--- src/rtl/lsu_ctrl.sv ---
// rtl/lsu_ctrl.sv - load/store initiator between the RISC-V core and word-wide data memory
// Checks alignment, issues one byte-enabled word request and returns the extended load lane.
module lsu_ctrl #(
  parameter int AW      = 9,
  parameter int TIMEOUT = 15
) (
  input  logic          clkd,
  input  logic          rst_n,
  input  logic          lsu_valid,
  output logic          lsu_ready,
  input  logic          lsu_store,
  input  logic [2:0]    L_inst,
  input  logic [1:0]    S_inst,
  input  logic [31:0]   lsu_addr,
  input  logic [31:0]   lsu_wdata,
  output logic          lsu_done,
  output logic [31:0]   lsu_rdata,
  output logic          lsu_err,
  output logic          mem_req,
  output logic          mem_we,
  output logic [AW-1:0] mem_addr,
  output logic [3:0]    mem_be,
  output logic [31:0]   mem_wdata,
  input  logic          mem_gnt,
  input  logic          mem_rvalid,
  input  logic [31:0]   mem_rdata
);

  localparam int CW = $clog2(TIMEOUT + 1);

  typedef enum logic [1:0] {ST_IDLE, ST_REQ, ST_WAIT, ST_DONE} state_t;
  state_t state_q, state_d;

  logic          store_q;
  logic          uns_q;
  logic [1:0]    size_q;
  logic [AW+1:0] addr_q;
  logic [31:0]   wdata_q;
  logic [CW-1:0] cnt_q;

  logic          src_store;
  logic          src_uns;
  logic [1:0]    src_size;
  logic [AW+1:0] src_addr;
  logic [31:0]   src_wdata;
  logic          illegal;
  logic          misaligned;
  logic          timeout;
  logic [15:0]   lane;
  logic [31:0]   ext;

  logic          ready_d;
  logic          done_d;
  logic          req_d;
  logic          we_d;
  logic [AW-1:0] addr_d;
  logic [3:0]    be_d;
  logic [31:0]   wdata_d;
  logic [31:0]   rdata_d;
  logic          err_d;

  logic          unused_addr_bits;
  assign unused_addr_bits = ^lsu_addr[31:AW+2];

  // Size code shared by loads and stores: 00 word, 01 byte, 10 half, 11 illegal.
  always_comb begin
    if (state_q == ST_IDLE) begin
      src_store = lsu_store;
      src_size  = lsu_store ? S_inst : L_inst[1:0];
      src_uns   = ~lsu_store & L_inst[2];
      src_addr  = lsu_addr[AW+1:0];
      src_wdata = lsu_wdata;
    end else begin
      src_store = store_q;
      src_size  = size_q;
      src_uns   = uns_q;
      src_addr  = addr_q;
      src_wdata = wdata_q;
    end
  end

  assign illegal    = (src_size == 2'b11) || (!src_store && src_uns && src_size == 2'b00);
  assign misaligned = (src_size == 2'b00 && src_addr[1:0] != 2'b00) ||
                      (src_size == 2'b10 && src_addr[0]);
  assign timeout    = (cnt_q == CW'(TIMEOUT - 1));

  always_ff @(posedge clkd or negedge rst_n) begin
    if (!rst_n) begin
      state_q <= ST_IDLE;
    end else begin
      state_q <= state_d;
    end
  end

  always_comb begin
    state_d = state_q;
    case (state_q)
      ST_IDLE: begin
        if (lsu_valid) begin
          state_d = (illegal || misaligned) ? ST_DONE : ST_REQ;
        end
      end
      ST_REQ: begin
        if (mem_gnt) begin
          state_d = store_q ? ST_DONE : ST_WAIT;
        end else if (timeout) begin
          state_d = ST_DONE;
        end
      end
      ST_WAIT: begin
        if (mem_rvalid || timeout) begin
          state_d = ST_DONE;
        end
      end
      default: state_d = ST_IDLE;
    endcase
  end

  always_ff @(posedge clkd or negedge rst_n) begin
    if (!rst_n) begin
      store_q <= 1'b0;
      uns_q   <= 1'b0;
      size_q  <= 2'b00;
      addr_q  <= '0;
      wdata_q <= '0;
    end else if (state_q == ST_IDLE && lsu_valid) begin
      store_q <= src_store;
      uns_q   <= src_uns;
      size_q  <= src_size;
      addr_q  <= src_addr;
      wdata_q <= src_wdata;
    end
  end

  // Counts every cycle spent in REQ and WAIT combined.
  always_ff @(posedge clkd or negedge rst_n) begin
    if (!rst_n) begin
      cnt_q <= '0;
    end else if (state_q == ST_IDLE) begin
      cnt_q <= '0;
    end else if (state_q == ST_REQ || state_q == ST_WAIT) begin
      cnt_q <= cnt_q + 1'b1;
    end
  end

  assign lane = 16'(mem_rdata >> {addr_q[1:0], 3'b000});

  always_comb begin
    case (size_q)
      2'b01:   ext = uns_q ? {24'b0, lane[7:0]}  : {{24{lane[7]}}, lane[7:0]};
      2'b10:   ext = uns_q ? {16'b0, lane[15:0]} : {{16{lane[15]}}, lane[15:0]};
      default: ext = mem_rdata;
    endcase
  end

  // Output values are computed for the state being entered and then registered.
  always_comb begin
    ready_d = (state_d == ST_IDLE);
    done_d  = (state_d == ST_DONE);
    req_d   = (state_d == ST_REQ);
    we_d    = req_d & src_store;
    addr_d  = req_d ? src_addr[AW+1:2] : '0;
    be_d    = 4'b0000;
    wdata_d = 32'b0;
    if (req_d) begin
      case (src_size)
        2'b01: begin
          be_d    = 4'b0001 << src_addr[1:0];
          wdata_d = {4{src_wdata[7:0]}};
        end
        2'b10: begin
          be_d    = 4'b0011 << src_addr[1:0];
          wdata_d = {2{src_wdata[15:0]}};
        end
        default: begin
          be_d    = 4'b1111;
          wdata_d = src_wdata;
        end
      endcase
    end
    rdata_d = lsu_rdata;
    err_d   = lsu_err;
    if (state_d == ST_DONE) begin
      if (state_q == ST_WAIT && mem_rvalid) begin
        rdata_d = ext;
        err_d   = 1'b0;
      end else if (state_q == ST_REQ && mem_gnt) begin
        rdata_d = 32'b0;
        err_d   = 1'b0;
      end else begin
        rdata_d = 32'b0;
        err_d   = 1'b1;
      end
    end
  end

  always_ff @(posedge clkd or negedge rst_n) begin
    if (!rst_n) begin
      lsu_ready <= 1'b0;
      lsu_done  <= 1'b0;
      lsu_rdata <= 32'b0;
      lsu_err   <= 1'b0;
      mem_req   <= 1'b0;
      mem_we    <= 1'b0;
      mem_addr  <= '0;
      mem_be    <= 4'b0000;
      mem_wdata <= 32'b0;
    end else begin
      lsu_ready <= ready_d;
      lsu_done  <= done_d;
      lsu_rdata <= rdata_d;
      lsu_err   <= err_d;
      mem_req   <= req_d;
      mem_we    <= we_d;
      mem_addr  <= addr_d;
      mem_be    <= be_d;
      mem_wdata <= wdata_d;
    end
  end

endmodule

--- config.mk ---
export PLATFORM = sky130hd
export DESIGN_NAME = lsu_ctrl
export DESIGN_NICKNAME = d
export VERILOG_FILES = /design/src/rtl/lsu_ctrl.sv
export SDC_FILE = /design/constraint.sdc
export NUM_CORES = 1
export LEC_CHECK = 0
export ABC_AREA = 1
export CAP_MARGIN = 20
export CORE_ASPECT_RATIO = 1.2
export CORE_UTILIZATION = 49
export CTS_BUF_LIST = sky130_fd_sc_hd__clkbuf_8
export DETAILED_ROUTE_END_ITERATION = 7
export GPL_TIMING_DRIVEN = 0
export PLACE_DENSITY = 0.82
export SETUP_SLACK_MARGIN = 0.3
export SLEW_MARGIN = 10
export SYNTH_ARGS = -nofsm -noshare
export SYNTH_HDL_FRONTEND = slang
export SYNTH_SLANG_ARGS = --single-unit
export TNS_END_PERCENT = 30
--- constraint.sdc ---
create_clock -name clkd -period 2.76 [get_ports clkd]
set_input_delay 0.552 -clock clkd [delete_from_list [all_inputs] [get_ports clkd]]
set_output_delay 0.552 -clock clkd [all_outputs]
set_load 0.01 [all_outputs]
==> run_results.csv <==
group,metric,value,unit
status,outcome,"finished, final reports clean",
cts,path_clk_slew,0.08,ns
placed_design,routabilityCongestion,0.940,
placed_design,pre_cts_slack,-0.396,ns
cells_and_area,drive_gt1_share,11.4,%
cells_and_area,seqCellArea,3380,um2
routing,drt_iter0_drc,372,
yosys,yosysWarningCount,0,
global_routing,overflow,0,
timing,finClkSkew,0.00918,ns
timing,finalSetupViolations,0,
critical_path,cp-end-kind,"register",
critical_path,r2r_start,"state_q[1]",
cts,cts_root_buf,"clkbuf_8",
routing,routedWlPerCell,16.1,um
critical_path,r2r_end,"mem_wdata[28]",
floorplanning,start_util,50.8,%
yosys,synth_top_family_by_area,"simple AND/OR/NAND/NOR gates",
timing,finalWorstSetupSlack,0.462,ns
timing,min_period,2.30,ns
job,cap_violations,0,
yosys,synth_fa_ha_area_share,1.53,%
routing,post_drt_via_cell_ratio,5.35,
cts,h-tree-depth,4,
floorplanning,die_area,13800,um2
floorplanning,rows,45,
yosys,synth.area.mux_share,0,%
timing,fin_crit_sh,83.3,%
yosys,synth-compound-area-share,16.1,%
timing,tightestPinTransition,0.760,ns
routing,wirelength,18900,um
power_and_ir_drop,p_leak,4.28,nW
cells_and_area,area_delta_synth_final,36.1,%
cts,cts_buffers,17,
global_routing,grt_pass1_wl,29900,um
cells_and_area,nets,1116,
yosys,netlist_area,6520,um2
global_routing,grt_max_degree,76,
critical_path,rr_worst_depth,11,
cts,cts_tree,"done",
yosys,ys_seq_elements,135,
timing,relSlewSlack,48.8,%
critical_path,r2r_slack,0.46,ns
routing,vias,6301,
critical_path,startpoint,"state_q[1]",
global_routing,antenna_found_initial,0,
floorplanning,core-area,12800,um2
global_routing,grt_pass1_vias,6115,
critical_path,crit_type,"register to register",
cts,cts_num_sinks,135,
placed_design,hpwl,13400,um
routing,route.detailed.drc,0,
timing,fmax,0.435,GHz
cts,worstSkewPairLatency,0.44,ns
worst_hold_path,hp-class,"input pin to asynchronous set/reset pin",
cells_and_area,fillCellCount,1060,
yosys,syn_inst,812,
routing,final_antenna_net_count,0,
floorplanning,die-height,128,um
floorplanning,die_x,107,um
cells_and_area,fin_cells,1178,
placed_design,placed_cells,1144,
cts,cts_buffer_depth,2,
yosys,synth.distinct_cells,26,
yosys,yosysTopAreaCell,"dfrtp_1",
yosys,syn_avg_cell_area,8.03,um2
cells_and_area,final_util,69.2,%
critical_path,worst_ep_arrival_time,2.66,ns
timing,drv_slew,0,
yosys,synth_area_leaders,"dfrtp_1, nand2_1, o21ai_0, inv_1, nor2_1",
timing,rsz0062_at_grt,"false",
yosys,yosys.area_share.simple,22.4,%
cells_and_area,multi_input_area,2660,um2
floorplanning,ioPinCount,189,
timing,whs,0.0839,ns
yosys,synth_nets,927,
power_and_ir_drop,fin_total_pwr,10.6,mW
placed_design,placement.io_buffers,167,
power_and_ir_drop,power.density,1190,nW/um2
global_routing,gr-usage-all-layers,28.4,%
critical_path,setup.worst_path.start_class,"register",
cells_and_area,antenna_cells,0,
routing,drtPass1Iterations,5,
yosys,yosys.area.top_type_share,51.8,%
critical_path,required,3.12,ns
critical_path,crit_fanout,10,
power_and_ir_drop,vdd_drop_max,0.531,mV
yosys,synth_xor_area_share,0,%
yosys,ys_seq_area_share,51.8,%
timing,final_hold_viol_count,0,
-- synthesized netlist by cell type --
master / n
nand2_2: 5
dfrtp_1: 135
o21ai_1: 5
inv_2: 5
nand3_2: 1
clkinv_1: 1
a21oi_2: 1
nand2_1: 241
nand4_1: 1
nor2_1: 55
buf_6: 7
a31oi_1: 1
inv_1: 73
nand2_4: 2
clkbuf_1: 22
buf_2: 14
buf_1: 1
o211ai_1: 8
nor2_2: 30
nand3_1: 14
nor2_4: 2
o221ai_1: 8
o22ai_1: 17
ha_1: 8
o21ai_0: 144
a21oi_1: 11
-- routing by layer --
| metal | wire (um) | global-route usage, % | up-vias |
|---|---|---|---|
| met5 | 0 | 0 | - |
| met4 | 417 | 12.2 | 0 |
| met3 | 1490 | 5.93 | 39 |
| met2 | 9500 | 48.9 | 328 |
| met1 | 7510 | 34.7 | 2960 |
| li1 | - | - | 2974 |
-- worst max path at each step --
stage                    endpoint  slack (ns)
global placement        addr_q[6]       -4.18
global route        lsu_rdata[23]        0.28
CTS                 lsu_rdata[22]        0.30
finish              mem_wdata[28]        0.46
detailed placement  mem_wdata[19]       -0.40
floorplan            mem_wdata[3]        0.57
-- metrics by stage --
step           cell area, um2  TNS [ns]
2_1_floorplan            6520         0
3_3_place_gp             8400   -572.07
5_1_grt                  8880         0
4_1_cts                  8820         0
6_report                 8880         0
3_5_place_dp             8430    -13.79
-- cells in the final DEF (no fill, tap or decap), drive strengths merged --
cell,count
nand4,1
nand2,248
clkbuf,38
nand3,15
bufinv,1
nor2,87
inv,83
clkinvlp,4
buf,27
o221ai,8
dlymetal6s2s,1
a31oi,1
a21oi,12
dfrtp,135
o21ai,149
clkinv,6
o22ai,17
o211ai,8
ha,8
clkdlybuf4s50,165
-- state kept, by name (all words and copies together), names as in the netlist, 4 cells and up --
name and cells:
lsu_rdata 32, mem_wdata 32, mem_be 4, addr_q 11
mem_addr 9, cnt_q 4, wdata_q 32
-- worst max-delay path, cell delays in order, from the launching register on --
cell and delay (ns):
dfrtp_2 0.43, inv_2 0.09, nand2_4 0.11, buf_6 0.17, a21oi_4 0.16, a21oi_2 0.07
inv_1 0.11, ha_4 0.16, clkinv_1 0.28, o221ai_1 0.34, o21ai_0 0.15, nor2_1 0.13
-- report_power, final --
part | internal (mW) | switching (mW)
sequential | 2.74 | 0.366
combinational | 2.24 | 3.71
clock | 0.712 | 0.828
-- what timing repair did --
item | CTS | global route
gates resized for setup | 11 | 12
buffers inserted | 0 | 2
pin swaps | 0 | 1
setup endpoints to repair | 82 | 81
hold buffers | 0 | 0
-- kinds of logic after synthesis --
group	count (synthesis)
DFF	135
and+or+nand+nor	351
buffers and inverters	123
AOI/OAI and AO/OA	195
adders and majority gates	8
-- area by class of cell --
type                    count  share of cell area [%]
flip-flops and latches    135                    38.1
clock inverters            15                    1.44
inverters                  79                    3.34
well taps                 164                    2.31
clock buffers              17                    2.64
plain buffers              44                    2.83
multi-input cells         554                    30.0
repair buffers            170                    19.4
Note: power is estimated with default switching activity, not from simulation.
==> RTL change: new RTL, same flow settings <==
The parameter `AW` goes from 9 to 8.
--- a/src/rtl/lsu_ctrl.sv
+++ b/src/rtl/lsu_ctrl.sv
@@ -1,7 +1,7 @@
 // rtl/lsu_ctrl.sv - load/store initiator between the RISC-V core and word-wide data memory
 // Checks alignment, issues one byte-enabled word request and returns the extended load lane.
 module lsu_ctrl #(
-  parameter int AW      = 9,
+  parameter int AW      = 8,
   parameter int TIMEOUT = 15
 ) (
   input  logic          clkd,
Ports: changed (resized mem_addr); port bits go from 189 to 188. No check against the original RTL was run, so the function may have changed too.
==> RTL change against the original RTL <==
Worst setup slack got worse by 23 ps; cell area is 1.1% lower; area after synthesis is 2.3% lower; sequential cell count shrank 2; total power fell by 0.54%; wire length increased by 1.0%; utilization grew 0.16 points; highest routed layer is now met5.
==> RTL change: results <==
{
  "grt_pass1_vias": 6041,
  "status": "finished, final reports clean",
  "critPathTopFamily": "simple AND/OR/NAND/NOR gates",
  "power.leakage_nw": 4.278,
  "grt_max_degree": 83,
  "synth.yosys.seq_area_share": 0.5220,
  "r2r_slack_ps": 440,
  "gp_congestion": 0.9297,
  "port_buffers": 165,
  "cts_resized": 9,
  "grt.met1_usage": 0.3482,
  "synth_area_leaders": "dfrtp_1 (52%), nand2_1 (14%), o21ai_0 (11%)",
  "detail_route.wl_per_cell_um": 16.28,
  "ys_top_cells_by_count": "nand2_1 (240), o21ai_0 (137), dfrtp_1 (133), nor2_1 (83), inv_1 (73)",
  "crit_arrival_ps": 2700,
  "post_drt_via_cell_ratio": 5.384,
  "buf_share": 0.2257,
  "reg2reg_to": "mem_wdata[30]",
  "grt_pass1_wl_um": 29880,
  "tightest_slew_ps": 763.8,
  "timing.final.crit_share": 0.8409,
  "antenna_found_initial": 1,
  "fin_skew_ps": 8.166,
  "drive_gt1_frac": 0.08821,
  "layout.area.seq_um2": 3329,
  "synth_compound_area_frac": 0.1635,
  "multi_input_area_um2": 2582,
  "post-dp-hpwl_um": 13620,
  "synth_adder_area_share": 0.01570,
  "nMultiInputCombCells": 550,
  "nNetsFinal": 1111,
  "rr_worst_depth": 15,
  "nFillCells": 1020,
  "drt_iter0_drc": 416,
  "grt.met2_usage": 0.4977,
  "r2r_start": "state_q[0]",
  "inv_count": 78
}
## RTL change: changes by cell type in the layout (fill, tap and decap cells not counted), moves of 2 or more
cell / before / now
o21ai_0: 144 / 137
nor2_2: 30 / 2
clkinvlp_4: 4 / 2
nor2_1: 55 / 83
clkdlybuf4s50_1: 165 / 163
clkinv_4: 1 / 4
o21ai_1: 4 / 9
buf_4: 2 / 7
## RTL change: how the worst max path moves through the flow
stage               startpoint            end  slack (ps)  cells past startpoint
detailed placement   lsu_store  mem_wdata[22]        -230                     11
CTS                 state_q[1]  mem_wdata[13]         320                     11
floorplan           state_q[0]  lsu_rdata[14]         600                     17
finish              state_q[0]  mem_wdata[30]         440                     15
global route        state_q[1]  mem_wdata[31]         290                     11
global placement         rst_n      addr_q[7]       -4060                      1
## RTL change: metal layers
layer / routed length (um) / share of wire
met1: 7352 / 0.38
met2: 9500 / 0.50
met3: 1403 / 0.073
met4: 830 / 0.043
met5: 12 / 0.00063
## RTL change: through the flow
step	utilization	hold WS (ps)	power, mW	std cells	cell area [um^2]
final	0.6931	45.50	10.54	1173	8781
after global routing	0.6931	72.69	11.35	1173	8781
after CTS	0.6848	48.90	10.28	1165	8676
after detailed placement	0.6521	453.2	8.573	1133	8262
after global placement	0.6499	448.1	8.446	1132	8233
after floorplan	-	256.4	6.519	803	6376
## RTL change: report_power, final
part / switching (mW) / leakage (nW) / internal [mW]
logic: 3.63 / 2.36 / 2.23
clock network: 0.805 / 0.198 / 0.806
registers: 0.366 / 1.72 / 2.70
total: 4.80 / 4.28 / 5.74
## RTL change: cells by family after synthesis
kind of cell | after synthesis
simple gates | 348
flops | 133
buf+inv | 121
fa+ha+maj | 8
compound gates | 193
